`src/rtl/serial_pkg.sv`:
```
// Shared types and constants for the serial transmit/receive paths.
// Frame length depends on SERIAL_TX_PARITY_EN (even-parity bit between data and stop).
package serial_pkg;

    typedef enum logic [2:0] {
        IDLE   = 3'd0,
        START  = 3'd1,
        DATA   = 3'd2,
        PARITY = 3'd3,
        STOP   = 3'd4
    } state_t;

    localparam logic IDLE_LEVEL  = 1'b1;
    localparam logic START_LEVEL = 1'b0;
    localparam logic STOP_LEVEL  = 1'b1;

    // Bits per frame: start + data + (parity) + stop.
    function automatic int unsigned frame_bits(input int unsigned data_w);
`ifdef SERIAL_TX_PARITY_EN
        return data_w + 3;
`else
        return data_w + 2;
`endif
    endfunction

endpackage

```
`src/rtl/serial_baud_tick.sv`:
```
// Bit-period counter: one-cycle tick on the last clock of each bit, held at 0 while clr is high.
// Shared with the receive side.
module serial_baud_tick #(
    parameter int CLKS_PER_BIT = 4
) (
    input  logic clk,
    input  logic rst,
    input  logic clr,
    output logic tick
);

    localparam int CW = (CLKS_PER_BIT > 1) ? $clog2(CLKS_PER_BIT) : 1;
    localparam logic [CW-1:0] LAST = CW'(CLKS_PER_BIT - 1);

    logic [CW-1:0] cnt;

    always_ff @(posedge clk or posedge rst) begin
        if (rst)
            cnt <= '0;
        else if (clr || cnt == LAST)
            cnt <= '0;
        else
            cnt <= cnt + CW'(1);
    end

    // Gated by clr so CLKS_PER_BIT=1 does not tick while idle.
    assign tick = !clr && (cnt == LAST);

endmodule

```
`src/rtl/serial_tx.sv`:
```
// UART-style transmitter: start bit, DATA_W bits LSB-first, optional even parity, stop bit.
// Define SERIAL_TX_PARITY_EN to insert the parity bit.
module serial_tx
    import serial_pkg::*;
#(
    parameter int DATA_W       = 8,
    parameter int CLKS_PER_BIT = 4
) (
    input  logic              clk,
    input  logic              rst,
    input  logic [DATA_W-1:0] data,
    input  logic              valid,
    output logic              ready,
    output logic              tx,
    output logic              busy
);

    localparam int BW = (DATA_W > 1) ? $clog2(DATA_W) : 1;
    localparam logic [BW-1:0] LAST_BIT = BW'(DATA_W - 1);

    state_t            state;
    logic [BW-1:0]     bit_cnt;
    logic [DATA_W-1:0] shift_reg;
    logic [DATA_W-1:0] shift_nxt;
    logic              tick;
    logic              accept;
`ifdef SERIAL_TX_PARITY_EN
    logic              par_q;
`endif

    assign ready     = (state == IDLE);
    assign busy      = (state != IDLE);
    assign accept    = valid && ready;
    assign shift_nxt = shift_reg >> 1;

    serial_baud_tick #(.CLKS_PER_BIT(CLKS_PER_BIT)) u_baud (
        .clk  (clk),
        .rst  (rst),
        .clr  (state == IDLE),
        .tick (tick)
    );

    // tx is loaded with the level of the bit about to start, so the pin
    // changes on the same edge as the state and never glitches.
    always_ff @(posedge clk or posedge rst) begin
        if (rst) begin
            state     <= IDLE;
            tx        <= IDLE_LEVEL;
            bit_cnt   <= '0;
            shift_reg <= '0;
`ifdef SERIAL_TX_PARITY_EN
            par_q     <= 1'b0;
`endif
        end else begin
            case (state)
                IDLE: if (accept) begin
                    state     <= START;
                    tx        <= START_LEVEL;
                    shift_reg <= data;
                    bit_cnt   <= '0;
`ifdef SERIAL_TX_PARITY_EN
                    par_q     <= ^data;
`endif
                end
                START: if (tick) begin
                    state <= DATA;
                    tx    <= shift_reg[0];
                end
                DATA: if (tick) begin
                    shift_reg <= shift_nxt;
                    if (bit_cnt == LAST_BIT) begin
                        bit_cnt <= '0;
`ifdef SERIAL_TX_PARITY_EN
                        state   <= PARITY;
                        tx      <= par_q;
`else
                        state   <= STOP;
                        tx      <= STOP_LEVEL;
`endif
                    end else begin
                        bit_cnt <= bit_cnt + BW'(1);
                        tx      <= shift_nxt[0];
                    end
                end
`ifdef SERIAL_TX_PARITY_EN
                PARITY: if (tick) begin
                    state <= STOP;
                    tx    <= STOP_LEVEL;
                end
`endif
                STOP: if (tick) begin
                    state <= IDLE;
                    tx    <= IDLE_LEVEL;
                end
                default: begin
                    state <= IDLE;
                    tx    <= IDLE_LEVEL;
                end
            endcase
        end
    end

endmodule
```
`config.mk`:
```
export PLATFORM = sky130hd
export DESIGN_NAME = serial_tx
export DESIGN_NICKNAME = d
export VERILOG_FILES = /design/src/rtl/serial_pkg.sv /design/src/rtl/serial_baud_tick.sv /design/src/rtl/serial_tx.sv
export SDC_FILE = /design/constraint.sdc
export NUM_CORES = 1
export LEC_CHECK = 0
export CAP_MARGIN = 20
export CORE_AREA = 4 4 47 49
export CTS_BUF_LIST = sky130_fd_sc_hd__clkbuf_2 sky130_fd_sc_hd__clkbuf_4 sky130_fd_sc_hd__clkbuf_8
export CTS_CLUSTER_SIZE = 10
export DETAILED_ROUTE_END_ITERATION = 16
export DIE_AREA = 0 0 51 53
export GPL_ROUTABILITY_DRIVEN = 0
export PLACE_DENSITY = 0.76
export SLEW_MARGIN = 0
export SYNTH_ARGS = -nofsm -noshare
export SYNTH_HDL_FRONTEND = slang
export SYNTH_SLANG_ARGS = --single-unit
```
`constraint.sdc`:
```
create_clock -name clk -period 2.3 [get_ports clk]
set_input_delay 0.46 -clock clk [delete_from_list [all_inputs] [get_ports clk]]
set_output_delay 0.46 -clock clk [all_outputs]
set_load 0.005 [all_outputs]
```
# Word-level counts from Yosys, hierarchy flattened
# Index checks and enable logic that the tools add are counted.
[op_classes]
n_bitwise = 0
reduce_logical = 10
muxes = 20
n_shift = 0
mul = 0
n_addsub = 2
eq_ne = 10
order_cmp = 0
div = 0
[ops]
columns = ["op", "n"]
rows = [
  ["$mux 3", 8],
  ["$mux 8", 2],
  ["$pmux 8 s2", 1],
  ["$pmux 3 s4", 1],
  ["$ne 2x2->1 const B", 4],
  ["$eq 3x3->1 const B", 2],
  ["$pmux 3 s2", 1],
  ["$mux 1", 5],
  ["$reduce_and 5->1", 1],
  ["$pmux 1 s4", 1],
  ["$reduce_and 4->1", 1],
  ["$add 3x1->3 const B", 1],
  ["$eq 3x1->1 const B", 1],
  ["$eq 3x2->1 const B", 1],
  ["$logic_not 3->1", 1],
  ["$reduce_and 3->1", 1],
  ["$reduce_bool 3->1", 1],
  ["$add 2x1->2 const B", 1],
  ["$eq 2x2->1 const B", 1],
  ["$logic_and 1x1->1", 2],
  ["$mux 2", 1],
  ["$ne 2x1->1 const B", 1],
  ["$reduce_bool 2->1", 1],
  ["$logic_not 1->1", 1],
  ["$logic_or 1x1->1", 1],
]
[word_totals]
in_bits = 11
romBits = 0
memories = 0
ram_bits = 0
wordCells = 47
reg_bits = 17
latchBits = 0
output_inout_bits = 3

# Longest topological paths before layout
# Gate-level depths: netlist (run 1).
[depth]
ltp_word = 5
depth_mapped = 6
ltp_nobuf = 5

# By module
# A second synthesis (run 1) with hierarchy kept.
[hier_totals]
cells_unflattened = 86
area_unflattened_um2 = 937.1
[modules_own_cells]
columns = ["mod", "area_each_um2", "n_inst", "cells_each", "seq_area_each_um2"]
rows = [
  ["serial_tx", 839.6, 1, 79, 376.6],
  ["serial_baud_tick", 97.6, 1, 7, 50.0],
]

# Worst setup path after synthesis (run 1)
# OpenSTA, ideal clock, no wires.
[synth_path]
path_kind = "register to register"
startpoint = "reg u_baud.cnt[0]"
endpoint = "reg shift_reg[0]"
required_ps = 2175
n_path_buf = 2
period_less_slack_ps = 1672
arrival_time_ps = 1546
path_stages_with_launch = 7
setup_slack_ps = 628
setup_time_ps = 125
cell_sequence = "dfrtp_1 -> ha_1 -> buf_6 -> mux2_4 -> and2_4 -> buf_6 -> mux2_4"
[synth_via]
elab_chain_len = 4
[synth_lines]
columns = ["item", "line_no", "source"]
rows = [
  ["start, declared", "serial_baud_tick.sv:15", "logic [CW-1:0] cnt;"],
  ["start signal, assigned", "serial_baud_tick.sv:23", "cnt <= cnt + CW'(1);"],
  ["$eq 2x2->1", "serial_baud_tick.sv:27", "assign tick = !clr && (cnt == LAST);"],
  ["$logic_and 1x1->1", "serial_baud_tick.sv:27", ""],
  ["$ne 2x2->1 (no source line)", "-", ""],
  ["$reduce_and 3->1 (no source line)", "-", ""],
  ["end signal, assigned", "serial_tx.sv:59", "shift_reg <= data;"],
  ["end signal, assigned", "serial_tx.sv:70", "shift_reg <= shift_nxt;"],
  ["end, declared", "serial_tx.sv:23", "logic [DATA_W-1:0] shift_reg;"],
]
# No other way between the ends.
# A chain may end at the register's enable or synchronous reset.

# Final worst setup path (run 1)
[layout_path]
startpoint = "reg state[2]"
endpoint = "out ready"
[layout_via]
elab_chain_len = 1
[layout_lines]
columns = ["item", "line_no", "source"]
rows = [
  ["start, declared", "serial_tx.sv:21", "state_t state;"],
  ["start signal, assigned", "serial_tx.sv:47", "state <= IDLE;"],
  ["start signal, assigned", "serial_tx.sv:57", "state <= START;"],
  ["start signal, assigned", "serial_tx.sv:66", "state <= DATA;"],
  ["$logic_not 3->1", "serial_tx.sv:31", "assign ready = (state == IDLE);"],
  ["end, declared", "serial_tx.sv:13", "output logic ready,"],
]
# No other way between the ends.

==> metrics.csv, run 1 <==
stage,metric,value,unit
clocking,cts_tree,done,
detailed_routing,drt-pass1-iter-count,4,
pwr,clock_power_share,0.141,
place,dpl.hpwl,1.124,mm
place,place_area,1062,sq um
pwr,p_int,762.2,uW
pwr,irDropWorstVdd,0.6085,mV
floorplanning,num_rows,16,
sta,relSlewSlack,0.5628,
synth,async_flop_share,1.000,
sta,finalWorstPathRequiredPeriod,2.056,ns
cells_and_area,multiInputGateArea,431.7,sq um
cells_and_area,diodes,0,
synth,synth_top_flop_cell,dfrtp_1,
global_route,antenna_found_initial,0,
worst_setup_path,crit_required,1.84,ns
synth,yosys_warnings,0,
synth,ys_types,27,
pwr,leakage,0.0004616,uW
synth,synthesis.nets,97,
cells_and_area,nets,112,
synth,syn_avg_cell_area,11.16,sq um
worst_setup_path,critPathLaunchType,flip-flop,
clocking,clkSinkCount,17,
place,port-buffer-count,13,
run_status,status,"complete, no violations",
clocking,cts_root_buf,clkbuf_4,
pwr,p_switching,402.8,uW
clocking,cts_hold_buf,0,
synth,synth_seq_cells,17,
floorplanning,fp.dieArea,2703,sq um
pwr,sequentialPowerShare,0.437,
sta,setup_slack,0.2441,ns
worst_setup_path,critPathSlowestCell,clkdlybuf4s50_1,
global_route,grt_overflow,0,
worst_setup_path,endpoint_kind,output pin,
floorplanning,die_w,51,microns
cells_and_area,fillers,166,
pwr,p_per_area,1064,nW/um^2
floorplanning,ioPinCount,14,
cells_and_area,largest_register_ffs,8,
pwr,combPwrFrac,0.421,
place,pre_cts_slack,0.3947,ns
sta,fin_setup_tns,0,ns
worst_setup_path,cp.arrival,1.60,ns
sta,final-hold-violation-count,0,
floorplanning,start_util,0.4973,
synth,yosys.area.top_type_share,0.4324,
sta,final.period_utilization,0.8939,
worst_setup_path,crit_family,buffers and inverters,
synth,yosysTopAreaCell,dfrtp_1,
cells_and_area,fin_area,1095,sq um
clocking,clk_path_buf_depth,2,
worst_setup_path,crit_chain,nor3_2 -> clkdlybuf4s50_1,
detailed_routing,drt_iter0_drc,15,
sta,fmax,0.4864,GHz
pwr,swShare,0.3457,
detailed_routing,drtAntennaViolNets,0,
sta,setup_violations,0,
run,max_cap_viol_count,0,
synth,synth-edff-count,0,
min_path,min_path_type,reg -> reg,
floorplanning,core,1862,sq um
global_route,grt_max_degree,18,
floorplanning,die_h,53,microns
detailed_routing,drcViolationCount,0,
sta,rsz0062_at_grt,false,
clocking,clock_latency,0.29,ns
cells_and_area,layout-drive-gt1-share,0.1753,
clocking,h-tree-depth,1,
clocking,cts_buffers,3,
synth,synth_top_cells_by_area,"dfrtp_1 43%, mux2i_1 8.6%, a21oi_1 7.6%, mux2_4 4.9%, ha_1 4.1%",
sta,worst-slew-pin-transition,0.6551,ns
detailed_routing,via_per_inst,5.347,
detailed_routing,vias,663,
worst_setup_path,crit_type,reg -> out,
detailed_routing,drt-total-wl,1.595,mm
synth,syn_area,925.9,sq um
cells_and_area,synthToLayoutAreaGrowth,18.24,%
worst_setup_path,cp_max_fo,11,
clocking,cts.clk_slew.worst_paths,0.10,ns
sta,final_max_slew_viol_count,0,
sta,skew,0.002677,ns
pwr,power,1165,uW
clocking,postCtsSetupBuffers,0,
global_route,grt_usage,0.1459,
cells_and_area,ff_latch_area,426.7,sq um
global_route,grt_pass1_vias,647,
global_route,grt_pass1_wl,2.898,mm
worst_setup_path,path_buf_inv,1,
detailed_routing,routedWlPerCell,12.86,microns
synth,synth_cells,83,
worst_setup_path,slowest_delay,0.54,ns
synth,ys_seq_area_frac,0.4608,
[logic make-up after synthesis]
group,count (synthesis),share of synthesized area
adders and majority gates,3,0.04054
DFF,17,0.4608
buffers and inverters,12,0.07837
AOI/OAI and AO/OA,18,0.1041
muxes,15,0.1838
and+or+nand+nor,18,0.1324
[cells in the final DEF, fill, tap and decap left out, types with 2 or more instances in the layout]
master	n
dfrtp_1	16
a21oi_1	14
clkdlybuf4s50_1	13
mux2i_1	8
inv_1	6
mux2_4	3
mux2_2	3
nor3_1	3
ha_1	3
clkbuf_4	3
buf_4	3
nor2_1	2
nand4b_1	2
nand3b_1	2
nor4b_1	2
[area by class of cell]
cell class	instances	area share
inverters	6	0.02057
repair buffers	16	0.1394
multi-input cells	54	0.3943
clock buffers	3	0.02057
clock inverters	1	0.004571
flip-flops and latches	17	0.3897
well taps	27	0.03086
[routing by layer]
| layer | vias to the layer above | wire length, microns | global-route usage |
|---|---|---|---|
| met1 | 321 | 737 | 0.1961 |
| met5 | - | 0 | 0 |
| met2 | 13 | 773 | 0.2275 |
| met3 | 2 | 68 | 0.03380 |
| met4 | 0 | 16 | 0.05381 |
| li1 | 327 | - | - |
[per-stage QoR]
step | util | hold WS (ns) | std cells
floorplan | - | 0.3853 | 83
global placement | 0.5706 | 0.4270 | 120
detailed placement | 0.5706 | 0.4402 | 120
CTS | 0.5853 | 0.4547 | 124
global route | 0.5880 | 0.4634 | 124
finish | 0.5880 | 0.4485 | 124
[cells in the mapped netlist, types with 2 or more instances]
cell type / count
mux2_4: 3
nor2_1: 2
nand3b_1: 2
nand4b_1: 2
mux2_2: 3
ha_1: 3
nor4b_1: 2
dfrtp_1: 16
nor3_1: 4
buf_6: 2
buf_4: 3
inv_1: 6
a21oi_1: 14
mux2i_1: 8
[final timing paths]
kind | slack [ns] | from | cells after the start | to
max | 0.24 | state[2] | 2 | ready
min | 0.45 | u_baud.cnt[0] | 1 | u_baud.cnt[0]
max reg2reg | 0.61 | u_baud.cnt[0] | 4 | shift_reg[0]
min reg2reg | 0.45 | u_baud.cnt[0] | 1 | u_baud.cnt[0]
max in group asynchronous | 1.34 | rst | 2 | state[1]
min in group asynchronous | 0.54 | rst | 2 | shift_reg[7]
[power groups by stage]
stage	Clock, uW	Sequential [uW]	Combinational, uW
after floorplan	0	479	392
after global placement	0	509	475
after detailed placement	0	513	490
after CTS	168	508	492
after global routing	184	528	558
final	165	510	491
[timing repair]
action / in CTS / in global routing
hold endpoints to repair: 0 / 0
setup endpoints to repair: 0 / 1
resized for setup: 0 / 1
Power figures use the tool's default switching activity.
==> run 2, diff against run 1 <==
ABC_AREA = 1   (was not set)
PLACE_DENSITY = 0.77   (was 0.76)
==> run 2 against run 1 <==
Clock power fell by 3%. Largest power group is now combinational cells. Largest cell class is now flip-flops and latches. Global-route usage up 0.19 points. Clock-buffer cell count unchanged. Area after synthesis up 0.95%. Critical path type unchanged.
==> metrics.csv, run 2 <==
stage,metric,value,unit,change
cells_and_area,layout-drive-gt1-share,0.09774,,-0.07751
detailed_routing,drt-total-wl,1.726,mm,+8.2%
sta,final-hold-violation-count,0,,unchanged
cells_and_area,fin_area,1110,sq um,+1.4%
worst_setup_path,cp_max_fo,8,,-3
synth,synth_cells,118,,+42%
global_route,grt_usage,0.1478,,+0.001905
place,port-buffer-count,13,,unchanged
floorplanning,num_rows,16,,unchanged
sta,relSlewSlack,0.5631,,about the same
synth,ys_types,21,,-22%
floorplanning,die_h,53,microns,unchanged
worst_setup_path,crit_chain,nor2_8 -> nand2_1 -> inv_1 -> clkdlybuf4s50_1,,
clocking,cts_tree,done,,
floorplanning,core,1862,sq um,unchanged
sta,setup_slack,0.1557,ns,-0.08842 ns
global_route,grt_pass1_wl,2.904,mm,+0.21%
sta,fin_setup_tns,0,ns,unchanged
synth,async_flop_share,1.000,,unchanged
sta,finalWorstPathRequiredPeriod,2.144,ns,+0.08841 ns
clocking,h-tree-depth,1,,unchanged
detailed_routing,drcViolationCount,0,,unchanged
cells_and_area,fin_util,0.5961,,+0.008064
clocking,cts.clk_slew.worst_paths,0.10,ns,about the same
clocking,cts_root_buf,clkbuf_4,,
clocking,cts_buffers,3,,unchanged
cells_and_area,synthToLayoutAreaGrowth,18.74,%,
cells_and_area,final_cell_mix,"43 x nand2_1, 16 x inv_1, 16 x dfrtp_1",,
global_route,antenna_found_initial,0,,unchanged
synth,yosys.area.top_type_share,0.4284,,-0.004052
synth,synth_top_flop_cell,dfrtp_1,,
min_path,min_path_type,reg -> reg,,
worst_setup_path,endpoint_kind,output pin,,
pwr,irDropWorstVdd,0.5816,mV,-4.4%
cells_and_area,largest_register_ffs,8,,unchanged
place,dpl.hpwl,1.309,mm,+16%
floorplanning,die_w,51,microns,unchanged
cells_and_area,ff_latch_area,426.7,sq um,unchanged
cells_and_area,nets,148,,+32%
sta,final.period_utilization,0.9323,,+0.03844
sta,final_max_slew_viol_count,0,,unchanged
synth,synth_top_cells_by_area,"dfrtp_1 43%, nand2_1 17%, inv_1 6.4%, nor2_8 4.3%, ha_1 4.0%",,
detailed_routing,drt-pass1-iter-count,4,,unchanged
detailed_routing,via_per_inst,4.613,,-14%
synth,synthTopCellsByCount,"43 x nand2_1, 16 x dfrtp_1, 16 x inv_1, 7 x o21ai_0",,
place,pre_cts_slack,0.4750,ns,+0.08022 ns
cells_and_area,fillers,177,,+6.6%
synth,syn_area,934.6,sq um,+0.95%
clocking,cts_resized,0,,unchanged
run_status,status,"complete, no violations",,
clocking,clock_latency,0.28,ns,about the same
pwr,leakage,0.0006058,uW,+31%
floorplanning,ioPinCount,14,,unchanged
pwr,power,1269,uW,+8.9%
detailed_routing,vias,738,,+11%
clocking,postCtsSetupBuffers,0,,unchanged
sta,worst-slew-pin-transition,0.6546,ns,-0.0004902 ns
run,max_cap_viol_count,0,,unchanged
worst_setup_path,path_buf_inv,2,,+1
synth,yosysMostFrequentCell,nand2_1,,
synth,ys_seq_area_frac,0.4565,,-0.004318
worst_setup_path,critPathLaunchType,flip-flop,,
sta,setup_violations,0,,unchanged
clocking,clkSinkCount,17,,unchanged
cells_and_area,final_common_cell,nand2_1,,
worst_setup_path,crit_type,reg -> out,,
global_route,grt_max_degree,19,,+1
detailed_routing,drt_iter0_drc,9,,-6
worst_setup_path,crit_required,1.84,ns,about the same
sta,fmax,0.4664,GHz,-4.1%
floorplanning,fp.dieArea,2703,sq um,unchanged
worst_setup_path,slowest_delay,0.50,ns,-0.04 ns
floorplanning,start_util,0.5020,,+0.004704
global_route,grt_pass1_vias,695,,+7.4%
sta,skew,0.002109,ns,-0.0005675 ns
clocking,clk_path_buf_depth,2,,unchanged
synth,syn_avg_cell_area,7.921,sq um,-29%
worst_setup_path,critPathSlowestCell,clkdlybuf4s50_1,,
synth,yosys_warnings,0,,unchanged
synth,synthesis.nets,132,,+36%
sta,rsz0062_at_grt,false,,
worst_setup_path,cp.arrival,1.68,ns,+0.08 ns
global_route,grt_overflow,0,,unchanged
detailed_routing,drtAntennaViolNets,0,,unchanged
worst_setup_path,crit_family,buffers and inverters,,
synth,yosysTopAreaCell,dfrtp_1,,
clocking,cts_hold_buf,0,,unchanged
synth,synth_seq_cells,17,,unchanged
cells_and_area,multiInputGateArea,420.4,sq um,-2.6%
synth,synth-edff-count,0,,unchanged
detailed_routing,routedWlPerCell,10.79,microns,-16%
place,place_area,1082,sq um,+1.9%
pwr,p_per_area,1143,nW/um^2,+7.4%
cells_and_area,diodes,0,,unchanged
==> run 2: changes by cell type in the layout (fill, tap and decap cells not counted), sizes merged, moves of 2 or more <==
cell,before,now
nor3,4,0
mux2,7,0
mux2i,8,0
nand4b,2,0
nand2,1,44
nor2,2,6
nand3,0,7
a21oi,14,1
o21ai,1,14
nor4b,2,0
inv,6,19
buf,3,0
==> run 2: area by class of cell <==
class | count | area share
multi-input combinational | 80 | 0.3788
timing repair buffer | 13 | 0.1172
tap | 27 | 0.03044
clock inverter | 1 | 0.004510
clock buffer | 3 | 0.02029
sequential | 17 | 0.3844
inverter | 19 | 0.06426
==> run 2: logic make-up after synthesis <==
kind of cell,Yosys count,synth area share
flip-flops,17,0.4565
AND/OR/NAND/NOR,60,0.3106
adder cells (fa/ha/maj),3,0.04016
buffers and inverters,21,0.09370
AO/OA/AOI/OAI,17,0.09906
==> run 2: report_power, final <==
part           switching (uW)  internal [uW]
logic                     390            242
registers                61.3            415
clock network            95.6           64.5
total                     547            721
==> run 2: worst reg2reg max path, cell delays in order (launching register included) <==
cell,delay [ns]
dfrtp_1,0.47
nor2_8,0.21
o21ai_2,0.12
nor2_8,0.25
inv_2,0.11
nand2_1,0.08
nand2_1,0.05
==> run 2: metal layers <==
metal  part of all wire  track usage
met5                  0            0
met4              0.010      0.05381
met3              0.025      0.03380
met2               0.49       0.2597
met1               0.47       0.1752
==> run 2: per-stage QoR <==
step	hold WS (ns)	cells
2_1_floorplan	0.3853	118
3_3_place_gp	0.4178	156
3_5_place_dp	0.4577	156
4_1_cts	0.4723	160
5_1_grt	0.4882	160
6_report	0.4690	160
==> run 2: path summary, 6_finish.rpt <==
path / end / cells past startpoint / start / slack [ns]
max: ready / 4 / state[2] / 0.16
min: tx / 2 / tx / 0.47
max reg2reg: bit_cnt[0] / 6 / state[2] / 0.91
min reg2reg: tx / 2 / tx / 0.47
max in group asynchronous: shift_reg[6] / 2 / rst / 1.33
min in group asynchronous: shift_reg[1] / 2 / rst / 0.56
==> run 3, diff against run 2 <==
PLACE_DENSITY = 0.78   (was 0.77)
SYNTH_HIERARCHICAL = 1   (was not set)
==> run 3 against run 2 <==
Synthesized cell count increased by 7.6%. Critical path depth unchanged. Setup slack got worse by 0.016 ns. Die area unchanged. First-iteration DRC count increased by 67%. Routed wire length increased by 1.3%. Clock-buffer cell count increased by 1. Total power increased by 18%. Register-to-register slack got worse by 0.40 ns. Critical path type unchanged. Highest routed layer unchanged.
==> metrics.csv, run 3 <==
stage,metric,value,unit,change
clocking,cts_resized,0,,unchanged
worst_setup_path,endpoint_kind,output pin,,
worst_setup_path,rr_endpoint,shift_reg[6],,
global_route,busiest_layer,met2,,
clocking,h-tree-depth,1,,unchanged
global_route,grt_overflow,0,,unchanged
sta,relSlewSlack,0.6013,,+0.03813
synth,yosys_warnings,6,,+6
synth,synth_top_cells_by_area,"dfrtp_1 42%, nand2_1 25%, inv_1 5.5%, ha_1 3.9%, dfstp_2 2.7%",,
detailed_routing,routedWlPerCell,10.35,microns,-4.1%
synth,yosysMostFrequentCell,nand2_1,,
sta,fmax,0.4629,GHz,-0.75%
synth,yosysTopAreaCell,dfrtp_1,,
clocking,cts_tree,done,,
place,pre_cts_slack,0.4545,ns,-0.02048 ns
clocking,cts_hold_buf,0,,unchanged
cells_and_area,fillers,170,,-4.0%
pwr,leakage,0.0006058,uW,about the same
cells_and_area,nets,157,,+6.1%
floorplanning,core,1862,sq um,unchanged
synth,syn_area,958.4,sq um,+2.5%
global_route,met2_usage,0.2639,,+0.004292
synth,synth_top_flop_cell,dfrtp_1,,
clocking,cts.clk_slew.worst_paths,0.10,ns,about the same
cells_and_area,final_common_cell,nand2_1,,
floorplanning,start_util,0.5148,,+0.01277
floorplanning,die_w,51,microns,unchanged
min_path,min_path_type,in -> async,,
sta,finalWorstPathRequiredPeriod,2.160,ns,+0.01618 ns
synth,syn_avg_cell_area,7.547,sq um,-4.7%
worst_setup_path,cp_max_fo,5,,-3
global_route,use_met1,0.1894,,+0.01416
clocking,clock_latency,0.29,ns,about the same
clocking,clk_path_buf_depth,2,,unchanged
floorplanning,num_rows,16,,unchanged
place,dpl.hpwl,1.409,mm,+7.6%
place,port-buffer-count,13,,unchanged
clocking,clkSinkCount,17,,unchanged
worst_setup_path,crit_chain,nor2_4 -> nand2_1 -> inv_1 -> clkdlybuf4s50_1,,
worst_setup_path,rr_worst_depth,10,,+4
sta,setup_slack,0.1395,ns,-0.01617 ns
synth,synthesis.nets,141,,+6.8%
synth,synth_cells,127,,+7.6%
cells_and_area,layout-drive-gt1-share,0.1056,,+0.007889
cells_and_area,synthToLayoutAreaGrowth,17.23,%,
global_route,antenna_found_initial,0,,unchanged
worst_setup_path,critPathLaunchType,flip-flop,,
clocking,cts_buffers,3,,unchanged
sta,final_max_slew_viol_count,0,,unchanged
global_route,grt_usage,0.1587,,+0.01090
synth,synthTopCellsByCount,"64 x nand2_1, 16 x dfrtp_1, 14 x inv_1, 5 x nor2_1, 4 x nand4_1",,
detailed_routing,drt_iter0_drc,15,,+6
synth,ys_types,20,,-4.8%
floorplanning,die_h,53,microns,unchanged
global_route,grt_pass1_vias,763,,+9.8%
floorplanning,ioPinCount,14,,unchanged
detailed_routing,drcViolationCount,0,,unchanged
detailed_routing,via_per_inst,4.793,,+3.9%
detailed_routing,drt-total-wl,1.749,mm,+1.3%
floorplanning,fp.dieArea,2703,sq um,unchanged
run_status,status,"complete, no violations",,
detailed_routing,drtAntennaViolNets,0,,unchanged
synth,ys_seq_area_frac,0.4452,,-0.01132
cells_and_area,largest_register_ffs,8,,unchanged
sta,final-hold-violation-count,0,,unchanged
synth,async_flop_share,1.000,,unchanged
pwr,power,1498,uW,+18%
run,max_cap_viol_count,0,,unchanged
worst_setup_path,crit_required,1.84,ns,about the same
synth,yosys.area.top_type_share,0.4178,,-0.01063
worst_setup_path,crit_type,reg -> out,,
detailed_routing,drt-pass1-iter-count,4,,unchanged
pwr,p_per_area,1333,nW/um^2,+17%
worst_setup_path,critPathSlowestCell,clkdlybuf4s50_1,,
global_route,met3_usage,0.03380,,unchanged
synth,synth-edff-count,0,,unchanged
worst_setup_path,slowest_delay,0.51,ns,about the same
sta,skew,0.005606,ns,+0.003497 ns
global_route,grt_pass1_wl,3.105,mm,+6.9%
sta,final.period_utilization,0.9393,,+0.007033
sta,worst-slew-pin-transition,0.5974,ns,-0.05713 ns
cells_and_area,diodes,0,,unchanged
worst_setup_path,r2r_slack,0.51,ns,-0.40 ns
sta,fin_setup_tns,0,ns,unchanged
worst_setup_path,worstReg2RegStart,state[1],,
worst_setup_path,cp-startpoint,state[0],,
synth,synth_seq_cells,17,,unchanged
cells_and_area,multiInputGateArea,442.9,sq um,+5.4%
pwr,irDropWorstVdd,0.6425,mV,+10%
sta,rsz0062_at_grt,false,,
detailed_routing,vias,810,,+9.8%
clocking,cts_root_buf,clkbuf_4,,
clocking,postCtsSetupBuffers,0,,unchanged
global_route,grt_max_degree,17,,-2
cells_and_area,ff_latch_area,426.7,sq um,unchanged
worst_setup_path,cp.arrival,1.70,ns,+0.02 ns
cells_and_area,final_cell_mix,"64 x nand2_1, 16 x dfrtp_1, 14 x inv_1",,
sta,setup_violations,0,,unchanged
run 3: area by class of cell:
cell class / count / share of cell area
multi-input combinational: 92 / 0.3942
sequential: 17 / 0.3797
timing repair buffer: 13 / 0.1158
inverter: 16 / 0.05345
tap: 27 / 0.03007
clock buffer: 4 / 0.02673
run 3: logic make-up after synthesis:
family | after synthesis | synth area share
fa+ha+maj | 3 | 0.03917
flops | 17 | 0.4452
compound gates | 7 | 0.04830
simple gates | 82 | 0.3747
buf+inv | 18 | 0.09268
run 3: routing by layer:
| metal | routed length [microns] | vias to the layer above |
|---|---|---|
| li1 | - | 426 |
| met1 | 802 | 358 |
| met4 | 49 | 0 |
| met5 | 0 | - |
| met3 | 85 | 6 |
| met2 | 812 | 20 |
run 3: per-stage QoR:
step,cells,hold WS [ns],area (sq um),util
2_1_floorplan,127,0.2012,958.4,-
6_report,169,0.3483,1124,0.6035
4_1_cts,169,0.3428,1124,0.6035
5_1_grt,169,0.3609,1124,0.6035
3_3_place_gp,165,0.4194,1094,0.5874
3_5_place_dp,165,0.4286,1094,0.5874
run 3: critical path, delay by kind of cell (launching register included):
kind	cells	cell delay (ns)
DFF	1	0.46
and+or+nand+nor	2	0.33
buffers and inverters	2	0.62
run 3: where the power goes:
group          total, uW  internal (uW)  switching (uW)
combinational        783            296             486
sequential           541            438             103
clock                174           79.2            94.9
run 3: how the worst max path moves through the flow:
stage | to | slack [ns] | cells after the start
after detailed placement | ready | 0.45 | 4
after floorplan | bit_cnt[0] | 0.77 | 9
after global routing | ready | 0.02 | 4
after CTS | ready | 0.13 | 4
final | ready | 0.14 | 4
after global placement | ready | 0.49 | 4
